### src/rtl/cfg_sequencer.sv
// Si5340 configuration-load sequencer: walks the config ROM and emits I2C page/register writes byte by byte.
// Optional page-register caching is enabled by defining CFG_PAGE_CACHE_EN.
module cfg_sequencer #(
    parameter int unsigned MEM_DEPTH    = 326,
    parameter int unsigned MEM_WIDTH    = 24,
    parameter int unsigned DATA_WIDTH   = 8,
    parameter logic [6:0]  SLAVE_ADDR   = 7'b111_0100,
    parameter int unsigned PREAMBLE_LEN = 3,
    parameter int unsigned DELAY_CYCLES = 37_500_000
) (
    input  logic                         clk_i,
    input  logic                         arst_i,
    input  logic                         start_i,
    output logic [$clog2(MEM_DEPTH)-1:0] rom_addr_o,
    input  logic [MEM_WIDTH-1:0]         rom_data_i,
    output logic                         tx_valid_o,
    input  logic                         tx_ready_i,
    output logic [DATA_WIDTH-1:0]        tx_data_o,
    output logic                         tx_start_o,
    output logic                         tx_stop_o,
    input  logic                         tx_done_i,
    input  logic                         tx_nack_i,
    output logic                         busy_o,
    output logic                         done_o,
    output logic                         error_o,
    output logic [$clog2(MEM_DEPTH)-1:0] rec_idx_o
);

    localparam int unsigned AW = $clog2(MEM_DEPTH);
    localparam int unsigned CW = $clog2(DELAY_CYCLES + 1);
    localparam logic [DATA_WIDTH-1:0] ADDR_BYTE = DATA_WIDTH'({SLAVE_ADDR, 1'b0});
    localparam logic [DATA_WIDTH-1:0] PAGE_SEL  = DATA_WIDTH'(1);
    localparam logic [AW-1:0] LAST_IDX = AW'(MEM_DEPTH - 1);
    localparam logic [AW-1:0] LAST_PRE = AW'(PREAMBLE_LEN - 1);

    typedef enum logic [2:0] {IDLE, FETCH, LATCH, SEND, WAIT, DELAY, NEXT, DONE} state_t;

    state_t                 state;
    logic [AW-1:0]          idx;
    logic [2:0]             ptr;
    logic [2:0]             first_ptr;
    logic [DATA_WIDTH-1:0]  rec_page, rec_reg, rec_data;
    logic [DATA_WIDTH-1:0]  in_page, in_reg, in_data;
    logic [CW-1:0]          cnt;
    logic                   skip_page;
`ifdef CFG_PAGE_CACHE_EN
    logic [DATA_WIDTH-1:0]  cache_page;
    logic                   cache_valid;
`endif

    assign in_page = rom_data_i[3*DATA_WIDTH-1:2*DATA_WIDTH];
    assign in_reg  = rom_data_i[2*DATA_WIDTH-1:DATA_WIDTH];
    assign in_data = rom_data_i[DATA_WIDTH-1:0];

    assign rom_addr_o = idx;
    assign rec_idx_o  = idx;

    always_comb begin
`ifdef CFG_PAGE_CACHE_EN
        skip_page = cache_valid && (in_page == cache_page);
`else
        skip_page = 1'b0;
`endif
        first_ptr = skip_page ? 3'd3 : 3'd0;
    end

    // Pointers 0..2 are the page-select write, 3..5 the register write; result is {start, stop, byte}.
    function automatic logic [DATA_WIDTH+1:0] encode(input logic [2:0] p,
                                                     input logic [DATA_WIDTH-1:0] pg,
                                                     input logic [DATA_WIDTH-1:0] rg,
                                                     input logic [DATA_WIDTH-1:0] dt);
        case (p)
            3'd0, 3'd3: encode = {1'b1, 1'b0, ADDR_BYTE};
            3'd1:       encode = {1'b0, 1'b0, PAGE_SEL};
            3'd2:       encode = {1'b0, 1'b1, pg};
            3'd4:       encode = {1'b0, 1'b0, rg};
            default:    encode = {1'b0, 1'b1, dt};
        endcase
    endfunction

    always_ff @(posedge clk_i or posedge arst_i) begin
        if (arst_i) begin
            state      <= IDLE;
            idx        <= '0;
            ptr        <= '0;
            rec_page   <= '0;
            rec_reg    <= '0;
            rec_data   <= '0;
            cnt        <= '0;
            tx_valid_o <= 1'b0;
            tx_data_o  <= '0;
            tx_start_o <= 1'b0;
            tx_stop_o  <= 1'b0;
            busy_o     <= 1'b0;
            done_o     <= 1'b0;
            error_o    <= 1'b0;
`ifdef CFG_PAGE_CACHE_EN
            cache_page  <= '0;
            cache_valid <= 1'b0;
`endif
        end else begin
            done_o <= 1'b0;
            case (state)
                IDLE: if (start_i) begin
                    error_o <= 1'b0;
                    idx     <= '0;
                    busy_o  <= 1'b1;
`ifdef CFG_PAGE_CACHE_EN
                    cache_valid <= 1'b0;
`endif
                    state   <= FETCH;
                end
                FETCH: state <= LATCH;
                LATCH: begin
                    rec_page   <= in_page;
                    rec_reg    <= in_reg;
                    rec_data   <= in_data;
                    ptr        <= first_ptr;
                    {tx_start_o, tx_stop_o, tx_data_o} <= encode(first_ptr, in_page, in_reg, in_data);
                    tx_valid_o <= 1'b1;
`ifdef CFG_PAGE_CACHE_EN
                    cache_valid <= 1'b1;
                    cache_page  <= in_page;
`endif
                    state      <= SEND;
                end
                SEND: if (tx_ready_i) begin
                    tx_valid_o <= 1'b0;
                    state      <= WAIT;
                end
                WAIT: if (tx_done_i) begin
                    if (tx_nack_i) begin
                        error_o <= 1'b1;
                        busy_o  <= 1'b0;
                        state   <= IDLE;
                    end else if (ptr == 3'd5) begin
                        if (idx == LAST_PRE) begin
                            cnt   <= CW'(DELAY_CYCLES - 1);
                            state <= DELAY;
                        end else begin
                            state <= NEXT;
                        end
                    end else begin
                        ptr        <= ptr + 3'd1;
                        {tx_start_o, tx_stop_o, tx_data_o} <= encode(ptr + 3'd1, rec_page, rec_reg, rec_data);
                        tx_valid_o <= 1'b1;
                        state      <= SEND;
                    end
                end
                DELAY: begin
                    if (cnt == '0) state <= NEXT;
                    else           cnt   <= cnt - 1'b1;
                end
                NEXT: begin
                    if (idx == LAST_IDX) begin
                        done_o <= 1'b1;
                        state  <= DONE;
                    end else begin
                        idx   <= idx + 1'b1;
                        state <= FETCH;
                    end
                end
                DONE: begin
                    busy_o <= 1'b0;
                    state  <= IDLE;
                end
                default: state <= IDLE;
            endcase
        end
    end

endmodule

### config.mk
export PLATFORM = sky130hd
export DESIGN_NAME = cfg_sequencer
export DESIGN_NICKNAME = d
export VERILOG_FILES = /design/src/rtl/cfg_sequencer.sv
export SDC_FILE = /design/constraint.sdc
export NUM_CORES = 1
export LEC_CHECK = 0
export CORE_AREA = 2 2 91 93
export DETAILED_ROUTE_END_ITERATION = 6
export DIE_AREA = 0 0 93 95
export PLACE_DENSITY = 0.84
export SLEW_MARGIN = 5
export SYNTH_ARGS = -nofsm -noshare
export SYNTH_HDL_FRONTEND = slang
export SYNTH_SLANG_ARGS = --single-unit
export TNS_END_PERCENT = 30
### constraint.sdc
create_clock -name clk_i -period 2.95 [get_ports clk_i]
set_input_delay 0.59 -clock clk_i [delete_from_list [all_inputs] [get_ports clk_i]]
set_output_delay 0.59 -clock clk_i [all_outputs]
set_load 0.02 [all_outputs]
# [Word level (Yosys, flattened, before mapping)]
# Cells that the tools add are included.
[word_totals] inputBits=30 out_inout_bits=32 regBits=79 wordCells=109
[op_classes] mux=50 reduce_logical=17 addsub=3 n_eq_ne=25
[ops] operator="$mux W26" n=5
[ops] operator="$pmux W26 S2" n=1
[ops] operator="$pmux W10 S4" n=1
[ops] operator="$mux W3" n=10
[ops] operator="$logic_not A26 Y1" n=1
[ops] operator="$sub A26 B1 Y26 const B" n=1
[ops] operator="$mux W8" n=3
[ops] operator="$pmux W3 S8" n=1
[ops] operator="$ne A2 B2 Y1 const B" n=11
[ops] operator="$eq A3 B3 Y1 const B" n=6
[ops] operator="$mux W1" n=18
[ops] operator="$mux W9" n=2
[ops] operator="$pmux W9 S2" n=1
[ops] operator="$pmux W8 S2" n=1
[ops] operator="$reduce_and A4 Y1" n=4
[ops] operator="$eq A3 B2 Y1 const B" n=4
[ops] operator="$add A9 B1 Y9 const B" n=1
[ops] operator="$eq A9 B2 Y1 const B" n=1
[ops] operator="$eq A9 B9 Y1 const B" n=1
[ops] operator="$reduce_bool A2 Y1" n=4
[ops] operator="$eq A3 B1 Y1 const B" n=2
[ops] operator="$logic_not A3 Y1" n=2
[ops] operator="$pmux W1 S2" n=3
[ops] operator="$pmux W1 S3" n=2
[ops] operator="8 further kinds" n=9

# [Longest topological paths before layout]
[depth] depth_word=8 mapped_depth=8 mapped_depth_nobuf=7

# [Worst setup path after synthesis]
# Ideal clock, no wire load.
[synth_path] kind="register to register" from="register cnt[0]" to="register cnt[12]" synth_period_minus_slack_ns=2.418 n_path_buf=0 t_arrival_ns=2.295 required_time_ns=2.827 setup_slack_ns=0.532 stages_incl_launch_ff=8 setup_time_ns=0.123 cell_sequence="dfrtp_1 -> inv_1 -> ha_1 -> or4b_2 -> nor2_1 -> a41o_1 -> nand2_1 -> o221a_2"
[synth_between] elab_chain_len=3 word_cells_on_any_way=6 classes_between="1 x add/sub; 1 x eq/ne; 2 x mux; 2 x reduce/logical"
[synth_rtl] item="start: declaration" line="44" text="logic [CW-1:0] cnt;"
[synth_rtl] item="start signal: assignment" line="138" text="cnt <= CW'(DELAY_CYCLES - 1);"
[synth_rtl] item="start signal: assignment" line="152" text="else cnt <= cnt - 1'b1;"
[synth_rtl] item="$sub A26 B1 Y26 or $logic_not A26 Y1 (tied branches)" line="152, 151"
[synth_rtl] item="$mux W26 or $ne A2 B2 Y1 (tied branches)"
[synth_rtl] item="$pmux W26 S2 or $reduce_and A6 Y1 (tied branches)"
# Parallel ways exist; a longest one is shown, timed or not. The select of a mux whose other input is x is not followed.
# A chain may end at the register's enable or synchronous reset.

# [Worst setup path in the final report]
[layout_path] from="register cnt[1]" to="register cnt[12]"
# Same word-level chain as after synthesis.

==> run metrics <==
final hold vios 0; syn avg cell area roughly 9.0 µm²; skew final 0.008972 ns; largest area contributor in the netlist sky130_fd_sc_hd__dfrtp_1; final routed wire length divided by cell count between 15 and 20 µm; root buffer cell sky130_fd_sc_hd__clkbuf_8; sequential area share after synthesis 0.4738; routability congestion estimate from global placement 0.8298; total half-perimeter wirelength after legalization and detailed placement 6.973 mm; total number of placement rows 33; kind of end point of the critical path flop; share of the clock period used by the worst path 0.9469; Post-Syn Nets roughly 500; number of flip-flops in the largest register 26; post-route cell area 5045 µm²; setup repair after global routing missed its margin false; initial antenna violation count 0; clock latency of the later-clocked register in the worst-skew pair 0.36 ns; vertical die dimension approximately 95 µm; compound-gate portion of the synthesized area 0.1487; antenna diode count 0; Post-synth EDFFs 0; Fin Hold WS about 0.49 ns; Slew headroom 0.6206; clk sinks between 70 and 80; maximum number of pins on one net before global-route repair 41; summed negative setup slack over all endpoints 0 ns; Synth warnings 0; number of placed I/O pins 62; share of synthesized area spent on multiplexers 0.009895; Async SR Flop Fraction 1.000; DRC viols 0; total detailed-routing wirelength about 10 mm; Worst Setup Start Kind flop; global-route wire length before repair about 17 mm; total routing resource utilization after global routing 0.2435; # setup viols final 0; Least-Margin Pin Slew between 0.5 and 0.6 ns; Max Fclk roughly 0.36 GHz; number of global-route vias before repair between 3000 and 4000; layout cell share with drive strength beyond 1 0.06551; fin. max-slew vios 0; Resize count post-CTS 0; final worst path period need between 2 and 3 ns; starting utilization of the core area 0.5264; Required @ worst endpoint 3.20 ns; Vias/cell 5.949; Unique masters post-synth 60; power per cell area 800.8 nW/µm²; Syn Std Cell Area 4173 µm²; combinational family with the most area after synthesis simple AND/OR/NAND/NOR gates; number of nets in the final layout 555; clock tree from TritonCTS built; H-tree depth 3; register with the most flip-flops cnt; type of the most critical hold path reg2reg; count of nets left with antenna violations after detail routing 0; category of the critical setup timing path reg2reg; dominant register cell in the synthesized netlist sky130_fd_sc_hd__dfrtp_1; count of input and output buffers 61; max-cap viol count 0; clock buffers created by TritonCTS 9; number of buffers inserted by post-CTS setup repair 0; Hold-fix buffers, CTS 0; die extent in x roughly 93 µm; synthesized-area fraction occupied by adder cells 0.03298; launching point of the worst reg2reg path cnt[1]; start point of the worst hold path rec_data[0]; synthesized instance count ~460; status finished clean; clock slew at the register clock pins of the worst setup and hold paths around 0.090 ns; buffers from clock root to sink, at most 2; parity-gate share of the synthesized area counting xor and xnor cells 0.02729; placed cell area a little under 5000 µm²; startpoint of the most critical setup path cnt[1]; area grow syn2layout 20.90%; area of the die a little under 9000 µm²; post-synthesis simple-gate area fraction 0.2591; leakage dissipation between 2 and 2.5 nW; top cell type's share of synthesized area 0.4738; core area about 8000 µm²; number of vias after detailed routing approximately 3700; initial detailed-routing violation count roughly 290; GRT Residual Overflow 0; peak supply drop around 0.00067 V; Crit path arrival time just over 3 ns; top cells by area, synth sky130_fd_sc_hd__dfrtp_1, sky130_fd_sc_hd__nand2_1, sky130_fd_sc_hd__ha_1, sky130_fd_sc_hd__nor2_1, sky130_fd_sc_hd__o21ai_0; number of iterations in the first detailed-routing pass 5; Critical Path Fanout Max 10; synthesized flop and latch total 79
-- synthesized netlist by cell type (2+ instances only) --
cell type	n
sky130_fd_sc_hd__nor2b_1	3
sky130_fd_sc_hd__o21a_1	2
sky130_fd_sc_hd__o21ai_0	17
sky130_fd_sc_hd__or2_2	2
sky130_fd_sc_hd__nor4_1	8
sky130_fd_sc_hd__nor2_1	33
sky130_fd_sc_hd__nor3_1	10
sky130_fd_sc_hd__a221o_1	2
sky130_fd_sc_hd__xor2_1	6
sky130_fd_sc_hd__or3_1	10
sky130_fd_sc_hd__and3_1	5
sky130_fd_sc_hd__mux2i_1	3
sky130_fd_sc_hd__and4_1	2
sky130_fd_sc_hd__inv_1	11
sky130_fd_sc_hd__a222oi_1	4
sky130_fd_sc_hd__a21boi_0	2
sky130_fd_sc_hd__nand4_1	6
sky130_fd_sc_hd__buf_2	2
sky130_fd_sc_hd__a221oi_1	4
sky130_fd_sc_hd__or4_1	3
sky130_fd_sc_hd__a21oi_1	12
sky130_fd_sc_hd__nand3_1	13
sky130_fd_sc_hd__and2_1	3
sky130_fd_sc_hd__ha_1	11
sky130_fd_sc_hd__a2bb2oi_1	7
sky130_fd_sc_hd__buf_4	9
sky130_fd_sc_hd__a31oi_1	9
sky130_fd_sc_hd__nand2_1	110
sky130_fd_sc_hd__o2bb2ai_1	7
sky130_fd_sc_hd__o22ai_1	4
sky130_fd_sc_hd__and3b_1	2
sky130_fd_sc_hd__xnor2_1	7
sky130_fd_sc_hd__nand2b_1	6
sky130_fd_sc_hd__clkbuf_1	18
sky130_fd_sc_hd__a21o_1	2
sky130_fd_sc_hd__nor4b_1	4
sky130_fd_sc_hd__nand3b_1	3
sky130_fd_sc_hd__dfrtp_1	79
-- cell type report --
cell class / instances / area (µm²)
multi-input combinational: 342 / 1994
sequential: 79 / 1977
clock inverter: 7 / 78.83
inverter: 11 / 41.29
tap: 105 / 131.4
clock buffer: 9 / 123.9
timing repair buffer: 71 / 698.2
fill: 651 / 2883
-- final timing paths --
path | endpoint | slack (ns) | cells after the start
hold reg to reg | rec_data[0] | 0.49 | 2
hold / removal | rec_data[0] | 0.49 | 2
min in group asynchronous | rec_reg[5] | 0.57 | 2
max in group asynchronous | ptr[1] | 1.75 | 3
setup / recovery | cnt[12] | 0.16 | 7
setup reg to reg | cnt[12] | 0.16 | 7
-- cells by family after synthesis --
| group | after synthesis |
|---|---|
| buffers and inverters | 42 |
| XOR/XNOR | 13 |
| multiplexers | 4 |
| flip-flops | 79 |
| AO/OA/AOI/OAI | 86 |
| adder cells (fa/ha/maj) | 11 |
| AND/OR/NAND/NOR | 228 |
-- per-layer routing --
layer,up-vias,part of all wire,track usage
li1,1733,-,-
met1,1840,0.43,0.3167
met2,120,0.51,0.4046
met3,19,0.049,0.04709
met4,0,0.014,0.09559
met5,-,0,0
-- power breakdown --
| group | internal [mW] | leakage (nW) | switching [mW] |
|---|---|---|---|
| Combinational | 0.628 | 1.09 | 0.779 |
| Clock | 0.400 | 0.0929 | 0.439 |
| Sequential | 1.42 | 0.948 | 0.369 |
-- stage by stage --
step	util	setup WS [ns]	std cells	total power, mW
6_report	0.6364	0.1567	624	4.040
3_5_place_dp	0.6108	0.2155	608	3.182
3_3_place_gp	0.6108	0.3409	608	3.105
4_1_cts	0.6364	0.2021	624	4.030
2_1_floorplan	-	0.3366	463	2.701
5_1_grt	0.6364	0.008373	624	4.316
-- worst max-delay path: stages (launching register included) --
cell                      delay (ns)
sky130_fd_sc_hd__dfrtp_1        0.40
sky130_fd_sc_hd__inv_1          0.09
sky130_fd_sc_hd__ha_1           0.21
sky130_fd_sc_hd__or4b_2         0.66
sky130_fd_sc_hd__nor2_1         0.31
sky130_fd_sc_hd__a41o_1         0.34
sky130_fd_sc_hd__nand2_1        0.30
sky130_fd_sc_hd__o221a_2        0.37
-- cell usage in the layout, fill, tap and decap left out, types with 4 or more instances in the layout --
| cell | synthesis | layout |
|---|---|---|
| sky130_fd_sc_hd__a222oi_1 | 4 | 4 |
| sky130_fd_sc_hd__o2bb2ai_1 | 7 | 7 |
| sky130_fd_sc_hd__a221oi_1 | 4 | 4 |
| sky130_fd_sc_hd__dfrtp_1 | 79 | 79 |
| sky130_fd_sc_hd__nor4b_1 | 4 | 4 |
| sky130_fd_sc_hd__xor2_1 | 6 | 6 |
| sky130_fd_sc_hd__and3_1 | 5 | 5 |
| sky130_fd_sc_hd__clkdlybuf4s50_1 | 0 | 61 |
| sky130_fd_sc_hd__nor3_1 | 10 | 10 |
| sky130_fd_sc_hd__nand3_1 | 13 | 13 |
| sky130_fd_sc_hd__a2bb2oi_1 | 7 | 7 |
| sky130_fd_sc_hd__xnor2_1 | 7 | 7 |
| sky130_fd_sc_hd__o21ai_0 | 17 | 17 |
| sky130_fd_sc_hd__buf_4 | 9 | 9 |
| sky130_fd_sc_hd__o22ai_1 | 4 | 4 |
| sky130_fd_sc_hd__nand4_1 | 6 | 6 |
| sky130_fd_sc_hd__nand2_1 | 110 | 110 |
| sky130_fd_sc_hd__or3_1 | 10 | 10 |
| sky130_fd_sc_hd__nor4_1 | 8 | 8 |
| sky130_fd_sc_hd__inv_1 | 11 | 10 |
| sky130_fd_sc_hd__a21oi_1 | 12 | 12 |
| sky130_fd_sc_hd__ha_1 | 11 | 11 |
| sky130_fd_sc_hd__nand2b_1 | 6 | 6 |
| sky130_fd_sc_hd__nor2_1 | 33 | 33 |
| sky130_fd_sc_hd__a31oi_1 | 9 | 9 |
| sky130_fd_sc_hd__clkbuf_8 | 0 | 9 |
Note: power is estimated with default switching activity, not from simulation.
